File: src/rtl/vram_arbiter.sv
// Arbitrates the SDRAM controller between renderer, CPU and command engine and
// inserts periodic auto-refresh. One operation is outstanding at a time.
module vram_arbiter #(
  parameter int FREQ             = 54_000_000,
  parameter int REFRESH_INTERVAL = 810
) (
  input  logic        clk,
  input  logic        reset,
  input  logic        render_req,
  input  logic [22:0] render_addr,
  output logic        render_ack,
  output logic [31:0] render_data,
  input  logic        cpu_req,
  input  logic        cpu_wr,
  input  logic [22:0] cpu_addr,
  input  logic [7:0]  cpu_wdata,
  output logic        cpu_ack,
  output logic [7:0]  cpu_rdata,
  input  logic        cmd_req,
  input  logic        cmd_wr,
  input  logic [1:0]  cmd_size,
  input  logic [22:0] cmd_addr,
  input  logic [31:0] cmd_wdata,
  output logic        cmd_ack,
  output logic [31:0] cmd_rdata,
  output logic        protocol_err,
  output logic        mem_read,
  output logic        mem_write,
  output logic        mem_refresh,
  output logic [22:0] mem_addr,
  output logic [1:0]  mem_word_size,
  output logic [7:0]  mem_din8,
  output logic [31:0] mem_din32,
  input  logic [15:0] mem_dout16,
  input  logic [31:0] mem_dout32,
  input  logic        mem_busy,
  input  logic        mem_enabled
);

  if (FREQ <= 0 || REFRESH_INTERVAL < 2) begin : g_param_check
    $error("vram_arbiter: FREQ must be positive and REFRESH_INTERVAL at least 2");
  end

  localparam int CNT_W = $clog2(REFRESH_INTERVAL);
  localparam logic [CNT_W-1:0] CNT_RELOAD = CNT_W'(REFRESH_INTERVAL - 1);
  localparam logic [CNT_W-1:0] CNT_ONE    = CNT_W'(1);

  typedef enum logic [1:0] {
    S_IDLE  = 2'd0,
    S_ISSUE = 2'd1,
    S_WAIT  = 2'd2
  } state_t;

  typedef enum logic [1:0] {
    G_REF    = 2'd0,
    G_RENDER = 2'd1,
    G_CPU    = 2'd2,
    G_CMD    = 2'd3
  } gnt_t;

  state_t            state_q, state_d;
  gnt_t              gnt_q, gnt_d;
  logic              rr_q, rr_d;
  logic [1:0]        pending_q, pending_d;
  logic [CNT_W-1:0]  cnt_q, cnt_d;
  logic              mem_read_q, mem_read_d;
  logic              mem_write_q, mem_write_d;
  logic              mem_refresh_q, mem_refresh_d;
  logic [22:0]       mem_addr_q, mem_addr_d;
  logic [1:0]        mem_size_q, mem_size_d;
  logic [7:0]        mem_din8_q, mem_din8_d;
  logic [31:0]       mem_din32_q, mem_din32_d;
  logic              render_ack_q, render_ack_d;
  logic [31:0]       render_data_q, render_data_d;
  logic              cpu_ack_q, cpu_ack_d;
  logic [7:0]        cpu_rdata_q, cpu_rdata_d;
  logic              cmd_ack_q, cmd_ack_d;
  logic [31:0]       cmd_rdata_q, cmd_rdata_d;
  logic              perr_q, perr_d;

  logic              ref_grant;
  logic              expire;
  logic              render_v, cpu_v, cmd_v;
  logic              cmd_illegal;
  logic [7:0]        rd_byte;

  // A port that was just acked is ignored for one IDLE cycle so a held req is not re-granted.
  assign render_v    = render_req & ~render_ack_q;
  assign cpu_v       = cpu_req & ~cpu_ack_q;
  assign cmd_v       = cmd_req & ~cmd_ack_q;
  assign cmd_illegal = (cmd_size == 2'b11) | (cmd_wr & (cmd_size == 2'b01));
  assign rd_byte     = mem_addr_q[0] ? mem_dout16[15:8] : mem_dout16[7:0];
  assign expire      = (cnt_q == {CNT_W{1'b0}});

  // Main sequencer: arbitration in IDLE, strobe in ISSUE, completion in WAIT.
  always_comb begin
    state_d       = state_q;
    gnt_d         = gnt_q;
    rr_d          = rr_q;
    mem_read_d    = 1'b0;
    mem_write_d   = 1'b0;
    mem_refresh_d = 1'b0;
    mem_addr_d    = mem_addr_q;
    mem_size_d    = mem_size_q;
    mem_din8_d    = mem_din8_q;
    mem_din32_d   = mem_din32_q;
    render_ack_d  = 1'b0;
    render_data_d = render_data_q;
    cpu_ack_d     = 1'b0;
    cpu_rdata_d   = cpu_rdata_q;
    cmd_ack_d     = 1'b0;
    cmd_rdata_d   = cmd_rdata_q;
    perr_d        = perr_q;
    ref_grant     = 1'b0;

    case (state_q)
      S_IDLE: begin
        if (mem_enabled && !mem_busy) begin
          if (pending_q >= 2'd2 || (!render_v && pending_q == 2'd1)) begin
            state_d       = S_ISSUE;
            gnt_d         = G_REF;
            mem_refresh_d = 1'b1;
            ref_grant     = 1'b1;
          end else if (render_v) begin
            state_d    = S_ISSUE;
            gnt_d      = G_RENDER;
            mem_read_d = 1'b1;
            mem_addr_d = render_addr;
            mem_size_d = 2'b10;
          end else if (cpu_v && (!cmd_v || !rr_q)) begin
            state_d     = S_ISSUE;
            gnt_d       = G_CPU;
            rr_d        = 1'b1;
            mem_read_d  = ~cpu_wr;
            mem_write_d = cpu_wr;
            mem_addr_d  = cpu_addr;
            mem_size_d  = 2'b00;
            mem_din8_d  = cpu_wdata;
            mem_din32_d = {24'd0, cpu_wdata};
          end else if (cmd_v) begin
            rr_d = 1'b0;
            // Unsupported command: answer immediately without touching memory.
            if (cmd_illegal) begin
              cmd_ack_d   = 1'b1;
              cmd_rdata_d = 32'd0;
              perr_d      = 1'b1;
            end else begin
              state_d     = S_ISSUE;
              gnt_d       = G_CMD;
              mem_read_d  = ~cmd_wr;
              mem_write_d = cmd_wr;
              mem_addr_d  = cmd_addr;
              mem_size_d  = cmd_size;
              mem_din8_d  = cmd_wdata[7:0];
              mem_din32_d = cmd_wdata;
            end
          end else begin
            state_d = S_IDLE;
          end
        end else begin
          state_d = S_IDLE;
        end
      end

      S_ISSUE: begin
        state_d = S_WAIT;
      end

      S_WAIT: begin
        if (!mem_busy) begin
          state_d = S_IDLE;
          case (gnt_q)
            G_RENDER: begin
              render_ack_d  = 1'b1;
              render_data_d = mem_dout32;
            end
            G_CPU: begin
              cpu_ack_d   = 1'b1;
              cpu_rdata_d = rd_byte;
            end
            G_CMD: begin
              cmd_ack_d = 1'b1;
              case (mem_size_q)
                2'b00:   cmd_rdata_d = {24'd0, rd_byte};
                2'b01:   cmd_rdata_d = {16'd0, mem_dout16};
                default: cmd_rdata_d = mem_dout32;
              endcase
            end
            default: begin
              render_ack_d = 1'b0;
            end
          endcase
        end else begin
          state_d = S_WAIT;
        end
      end

      default: begin
        state_d = S_IDLE;
      end
    endcase
  end

  // Refresh interval counter and saturating count of owed refreshes.
  always_comb begin
    cnt_d     = expire ? CNT_RELOAD : (cnt_q - CNT_ONE);
    pending_d = pending_q;
    case ({expire, ref_grant})
      2'b10: begin
        if (pending_q != 2'd3) begin
          pending_d = pending_q + 2'd1;
        end else begin
          pending_d = pending_q;
        end
      end
      2'b01:   pending_d = pending_q - 2'd1;
      default: pending_d = pending_q;
    endcase
  end

  // State and output registers.
  always_ff @(posedge clk) begin
    if (reset) begin
      state_q       <= S_IDLE;
      gnt_q         <= G_REF;
      rr_q          <= 1'b0;
      pending_q     <= 2'd0;
      cnt_q         <= CNT_RELOAD;
      mem_read_q    <= 1'b0;
      mem_write_q   <= 1'b0;
      mem_refresh_q <= 1'b0;
      mem_addr_q    <= 23'd0;
      mem_size_q    <= 2'd0;
      mem_din8_q    <= 8'd0;
      mem_din32_q   <= 32'd0;
      render_ack_q  <= 1'b0;
      render_data_q <= 32'd0;
      cpu_ack_q     <= 1'b0;
      cpu_rdata_q   <= 8'd0;
      cmd_ack_q     <= 1'b0;
      cmd_rdata_q   <= 32'd0;
      perr_q        <= 1'b0;
    end else begin
      state_q       <= state_d;
      gnt_q         <= gnt_d;
      rr_q          <= rr_d;
      pending_q     <= pending_d;
      cnt_q         <= cnt_d;
      mem_read_q    <= mem_read_d;
      mem_write_q   <= mem_write_d;
      mem_refresh_q <= mem_refresh_d;
      mem_addr_q    <= mem_addr_d;
      mem_size_q    <= mem_size_d;
      mem_din8_q    <= mem_din8_d;
      mem_din32_q   <= mem_din32_d;
      render_ack_q  <= render_ack_d;
      render_data_q <= render_data_d;
      cpu_ack_q     <= cpu_ack_d;
      cpu_rdata_q   <= cpu_rdata_d;
      cmd_ack_q     <= cmd_ack_d;
      cmd_rdata_q   <= cmd_rdata_d;
      perr_q        <= perr_d;
    end
  end

  assign render_ack    = render_ack_q;
  assign render_data   = render_data_q;
  assign cpu_ack       = cpu_ack_q;
  assign cpu_rdata     = cpu_rdata_q;
  assign cmd_ack       = cmd_ack_q;
  assign cmd_rdata     = cmd_rdata_q;
  assign protocol_err  = perr_q;
  assign mem_read      = mem_read_q;
  assign mem_write     = mem_write_q;
  assign mem_refresh   = mem_refresh_q;
  assign mem_addr      = mem_addr_q;
  assign mem_word_size = mem_size_q;
  assign mem_din8      = mem_din8_q;
  assign mem_din32     = mem_din32_q;

endmodule

File: config.mk
export PLATFORM = sky130hd
export DESIGN_NAME = vram_arbiter
export DESIGN_NICKNAME = d
export VERILOG_FILES = /design/src/rtl/vram_arbiter.sv
export SDC_FILE = /design/constraint.sdc
export NUM_CORES = 1
export LEC_CHECK = 0
export ABC_AREA = 0
export BUFFER_PORTS_ARGS = -buffer_cell sky130_fd_sc_hd__buf_2
export CAP_MARGIN = 5
export CELL_PAD_IN_SITES_DETAIL_PLACEMENT = 1
export CELL_PAD_IN_SITES_GLOBAL_PLACEMENT = 1
export CORE_UTILIZATION = 34
export DETAILED_ROUTE_END_ITERATION = 8
export PLACE_DENSITY_LB_ADDON = 0.1
export SYNTH_ARGS = -nofsm -noshare
export SYNTH_HDL_FRONTEND = slang
export SYNTH_SLANG_ARGS = --single-unit
File: constraint.sdc
create_clock -name clk -period 2.2 [get_ports clk]
set_input_delay 0.33 -clock clk [delete_from_list [all_inputs] [get_ports clk]]
set_output_delay 0.33 -clock clk [all_outputs]
set_load 0.01 [all_outputs]
==> results.tsv, run 1 <==
metric	value	unit
H-tree levels	4	
synthesized area	6980	um2
CTS sink count	153	
Worst EP required	2520	ps
reg2reg setup slack	150	ps
final worst path period need	2050	ps
Yosys reg bits	153	
sequential area share after synthesis	43.9	%
worst hold path type	primary input to flip-flop	
die height	145	um
Syn Inst Count	818	
final setup fails	0	
ys flop type	dfxtp_1	
CTS hold repair buffers	0	
global-route wire length before repair	37.0	mm
FF-to-FF path depth	8	
initial antenna violation count	1	
I/O pin count	312	
Die Footprint	21100	um2
Warnings, synthesis	0	
Slew Limit Fails	0	
Area Overhead vs Synth	34.0	%
fmax	0.489	GHz
Row Count	52	
number of synthesized flops with an enable pin	0	
Initial DRC Count	238	
clock root buffer	clkbuf_16	
Final nets	1278	
worst slew pin tran	582	ps
clock tree buffer depth	2	
CP Class	flip-flop to flip-flop	
Total Wirelength	22.9	mm
die width	145	um
placed insts	1356	
worst vdd ir	0.000558	V
Clk Latency, worst-skew pair	430	ps
CP Max Fanout	38	
CTS tree	yes	
Slew headroom	60.8	%
syn avg cell area	8.54	um2
Startpoint Class	flip-flop	
most common cell after layout, fill and taps aside	buf_2	
Hold Path Depth	3	
Cell variety after synth	52	
RSZ-0062 raised after global routing	no	
Non-Filler Instances	1388	
Detailed Place HPWL	16.9	mm
Setup Skew	13.5	ps
I/O Buffers	311	
grt ovf	0	
Worst EP arrival	2370	ps
post-DR wirelength/cell	16.5	um
Starting Density	34.6	%
drc violations	0	
post-route clock period utilization	93.0	%
status	completed	
ys async rst share	0	%
ant diodes	0	
Post-DRT Antenna Nets	0	
core area	20200	um2
total global-route track usage	21.8	%
filler instances	2503	
Crit. End Element	flip-flop	
vias post-DR	6940	
Syn Nets	991	
pwr dens	748	nW/um2
vias in the first global route	6998	
max_cap viols	0	
largest net degree at the start of global routing	82	
clk slew on worst S/H paths	60	ps
routability cong.	0.771	
vias per cell	5.00	
Pleak	0.00420	uW
CTS Buf Count	17	
proportion of layout cells with a drive suffix above 1	37.1	%
Finished Core Util	46.4	%
DRT Pass-1 Iters	5	
most frequent cells in the layout	buf_2 (310), dfxtp_1 (152), nand2_1 (125)	
Setup TNS	0	ps
Hold Violations, Final	0	
[kinds of logic after synthesis]
kind of cell / share of synthesized area, %
simple gates: 23.7
fa+ha+maj: 0.896
flops: 43.9
mux: 2.60
compound gates: 22.3
buf+inv: 6.00
xor+xnor: 0.627
[cells in the mapped netlist, types with 5 or more instances]
library cell / number / area [um2]
a21oi_1: 84 / 420
dfxtp_1: 153 / 3060
o21ai_1: 13 / 65.1
nand2b_1: 40 / 250
inv_1: 5 / 18.8
nor3_1: 8 / 40.0
nor2_1: 55 / 206
nand3_1: 56 / 280
buf_4: 14 / 105
mux2i_1: 17 / 170
clkbuf_1: 45 / 169
a211oi_1: 10 / 75.1
buf_2: 8 / 40.0
nand3b_1: 25 / 188
a21boi_0: 23 / 173
a22o_1: 9 / 78.8
a311oi_1: 9 / 78.8
nand2_1: 125 / 469
nor2b_1: 6 / 37.5
buf_6: 7 / 78.8
o41ai_2: 23 / 374
ha_1: 5 / 62.6
o21ai_0: 35 / 175
[report_power, final]
group	switching [uW]	total (uW)	internal [uW]	leakage, uW
Sequential	89.4	2980	2890	0.00124
Clock	1260	2750	1490	0.000264
Combinational	706	1260	556	0.00269
Total	2050	7000	4950	0.00420
[state kept, by name, indices dropped and copies added (netlist names)]
| signal | count |
|---|---|
| render_data | 32 |
| mem_write | 1 |
| mem_din8 | 7 |
| cpu_ack | 1 |
| pending_q | 2 |
| render_ack | 1 |
| protocol_err | 1 |
| cpu_rdata | 8 |
| state_q | 2 |
| cmd_rdata | 32 |
| mem_read | 1 |
| rr_q | 1 |
| mem_word_size | 2 |
| cnt_q | 10 |
| mem_refresh | 1 |
| cmd_ack | 1 |
| mem_addr | 23 |
| mem_din32 | 25 |
| gnt_q | 2 |
[metal layers]
layer  global-route usage [%]  vias up  wire length, um
met5                        0        -               10
met4                     7.00        2              408
met3                     6.64       29             1500
met2                     36.9      230            10900
met1                     26.3     3246            10100
li1                         -     3433                -
[final timing paths]
path	endpoint	startpoint
max reg2reg	mem_din32[7]	pending_q[0]
min reg2reg	cnt_q[0]	cnt_q[0]
max	mem_din32[7]	pending_q[0]
min	cmd_rdata[22]	mem_dout32[22]
[metrics by stage]
| step | setup slack [ps] | total power (uW) | area (um2) | hold WS (ps) |
|---|---|---|---|---|
| floorplan | 240 | 3820 | 6980 | 371 |
| global placement | 149 | 4290 | 8800 | 386 |
| CTS | 9.72 | 7090 | 9350 | 124 |
| finish | 154 | 7000 | 9360 | 143 |
| global route | 4.28 | 7360 | 9360 | 141 |
| detailed placement | 22.8 | 4310 | 8800 | 393 |
[cell type report]
type	count	area [um2]	area share (%)
clock buffers	18	439	4.69
flip-flops and latches	153	3060	32.7
clock inverters	14	111	1.19
well taps	270	338	3.61
inverters	5	18.8	0.201
multi-input cells	584	3530	37.7
repair buffers	344	1860	19.8
[critical path: stages (launching register included)]
cell	delay, ps
dfxtp_1	380
inv_1	90
ha_1	230
nor3_2	250
o2111a_1	310
and2_2	190
buf_12	200
nor2_1	60
a311oi_1	250
[repair_timing]
action	CTS	global route
setup buffers	0	0
gates resized for setup	0	2
setup endpoints to repair	0	69
(Power assumes the default switching activity.)
==> run 2: changes to the inputs <==
CORE_ASPECT_RATIO = 0.7   (was default)
SETUP_SLACK_MARGIN = 0.02   (was default)
==> results.tsv, run 2 (synthesis results as in run 1) <==
metric	value	unit	change
initial antenna violation count	3		was 1
grt ovf	0		unchanged
I/O pin count	312		unchanged
worst hold path type	primary input to flip-flop		unchanged
Slew Limit Fails	0		unchanged
routability cong.	0.801		was 0.771
Non-Filler Instances	1385		was 1388
Startpoint Class	flip-flop		unchanged
Clk Latency, worst-skew pair	430	ps	about the same
most common cell after layout, fill and taps aside	buf_2		unchanged
Worst EP arrival	2370	ps	about the same
final worst path period need	2040	ps	was 2050 ps
Starting Density	35.0	%	was 34.6%
Slew headroom	62.0	%	was 60.8%
Final nets	1274		was 1278
clock root buffer	clkbuf_16		unchanged
placed insts	1352		was 1356
CP delay by family, top	simple AND/OR/NAND/NOR gates		was compound AO/OA/AOI/OAI gates
vias per cell	4.98		was 5.00
PnR worst setup slack	160	ps	was 154 ps
worst vdd ir	0.000380	V	was 0.000558 V
CP Buf/Inv Count	2		unchanged
CP Max Fanout	34		was 38
CTS tree	yes		unchanged
Critical-path top delay cell	dfxtp_1		unchanged
global-route wire length before repair	37.1	mm	was 37.0 mm
Post-DRT Antenna Nets	0		unchanged
final setup fails	0		unchanged
post-DR wirelength/cell	17.3	um	was 16.5 um
vias in the first global route	6691		was 6998
Area Overhead vs Synth	35.2	%	was 34.0%
I/O Buffers	311		unchanged
filler instances	2493		was 2503
CTS sink count	153		unchanged
max_cap viols	0		unchanged
clk slew on worst S/H paths	70	ps	was 60 ps
DRT Pass-1 Iters	5		unchanged
status	completed		unchanged
Worst EP required	2530	ps	was 2520 ps
die height	122	um	was 145 um
Hold Violations, Final	0		unchanged
cell chain of the critical path	inv_1 > ha_1 > nor3_4 > o2111a_2 > and2_2 > buf_12 > nor2_1 > a311oi_1		was inv_1 > ha_1 > nor3_2 > o2111a_1 > and2_2 > buf_12 > nor2_1 > a311oi_1
post-route cell area	9440	um2	was 9360 um2
drc violations	0		unchanged
RSZ-0062 raised after global routing	no		unchanged
DP Area	8800	um2	about the same
Total Wirelength	23.9	mm	was 22.9 mm
Detailed Place HPWL	17.3	mm	was 16.9 mm
pwr dens	794	nW/um2	was 748 nW/um2
core area	20000	um2	was 20200 um2
post-route clock period utilization	92.7	%	was 93.0%
Finished Core Util	47.3	%	was 46.4%
H-tree levels	4		unchanged
total global-route track usage	22.3	%	was 21.8%
Initial DRC Count	356		was 238
Die Footprint	21100	um2	about the same
fmax	0.490	GHz	was 0.489 GHz
crit-path max cell delay	360	ps	was 380 ps
most frequent cells in the layout	buf_2 (310), dfxtp_1 (153), nand2_1 (125)		was buf_2 (310), dfxtp_1 (152), nand2_1 (125)
dpl ws	-16.2	ps	was 22.8 ps
CP Class	flip-flop to flip-flop		unchanged
die width	173	um	was 145 um
Pleak	0.00423	uW	was 0.00420 uW
Crit. End Element	flip-flop		unchanged
Row Count	43		was 52
largest net degree at the start of global routing	104		was 82
proportion of layout cells with a drive suffix above 1	36.9	%	was 37.1%
worst slew pin tran	570	ps	was 582 ps
clock tree buffer depth	2		unchanged
Setup Skew	12.2	ps	was 13.5 ps
vias post-DR	6892		was 6940
CTS Buf Count	17		unchanged
CTS hold repair buffers	0		unchanged
-- run 2: changes by cell type in the layout (fill, tap and decap cells not counted), moves of 2 or more --
cell	delta
inv_8	+5
bufinv_16	+3
inv_6	-2
clkinv_4	-3
clkinv_2	-2
buf_12	+2
buf_4	-6
-- run 2: final timing paths --
path	start	to	slack, ps	cells past startpoint
hold / removal	mem_dout32[24]	cmd_rdata[24]	140	3
setup / recovery	pending_q[0]	mem_din8[3]	160	8
hold reg to reg	cnt_q[0]	cnt_q[0]	400	1
setup reg to reg	pending_q[0]	mem_din8[3]	160	8
-- run 2: where the power goes --
group / switching [uW] / internal [uW] / leakage (uW) / total [uW]
clock network: 1350 / 1840 / 0.000301 / 3190
registers: 82.1 / 2890 / 0.00124 / 2970
logic: 757 / 583 / 0.00269 / 1340
-- run 2: worst register-to-register path: cells and delay by family, from the launching register on --
family / cells / cell delay [ps]
flops: 1 / 360
simple gates: 3 / 550
fa+ha+maj: 1 / 240
compound gates: 2 / 530
buf+inv: 2 / 280
-- run 2: cell type report --
class	instances	area [um2]	share of cell area [%]
sequential	153	3060	32.4
inverter	5	18.8	0.199
timing repair buffer	340	1850	19.6
multi-input combinational	584	3540	37.5
antenna	1	2.50	0.0265
clock inverter	15	204	2.16
tap	270	338	3.58
clock buffer	17	425	4.51
-- run 2: timing repair --
| item | in CTS | in global routing |
|---|---|---|
| gates cloned | 0 | 0 |
| resized for setup | 1 | 2 |
| setup buffers | 0 | 0 |
| setup endpoints to repair | 43 | 20 |
-- run 2: routing by layer --
| layer | wire (um) | GRT usage [%] | up-vias |
|---|---|---|---|
| met2 | 10500 | 34.0 | 215 |
| met4 | 190 | 5.86 | 2 |
| met5 | 8 | 0 | - |
| met1 | 11400 | 30.4 | 3234 |
| met3 | 1900 | 6.96 | 16 |
| li1 | - | - | 3425 |
-- run 2: stage by stage --
stage          total power (uW)  TNS [ps]  hold slack [ps]
5_1_grt                    7830         0              143
3_3_place_gp               4330         0              384
2_1_floorplan              3820         0              371
4_1_cts                    7560         0              120
6_report                   7500         0              142
3_5_place_dp               4340     -37.3              390
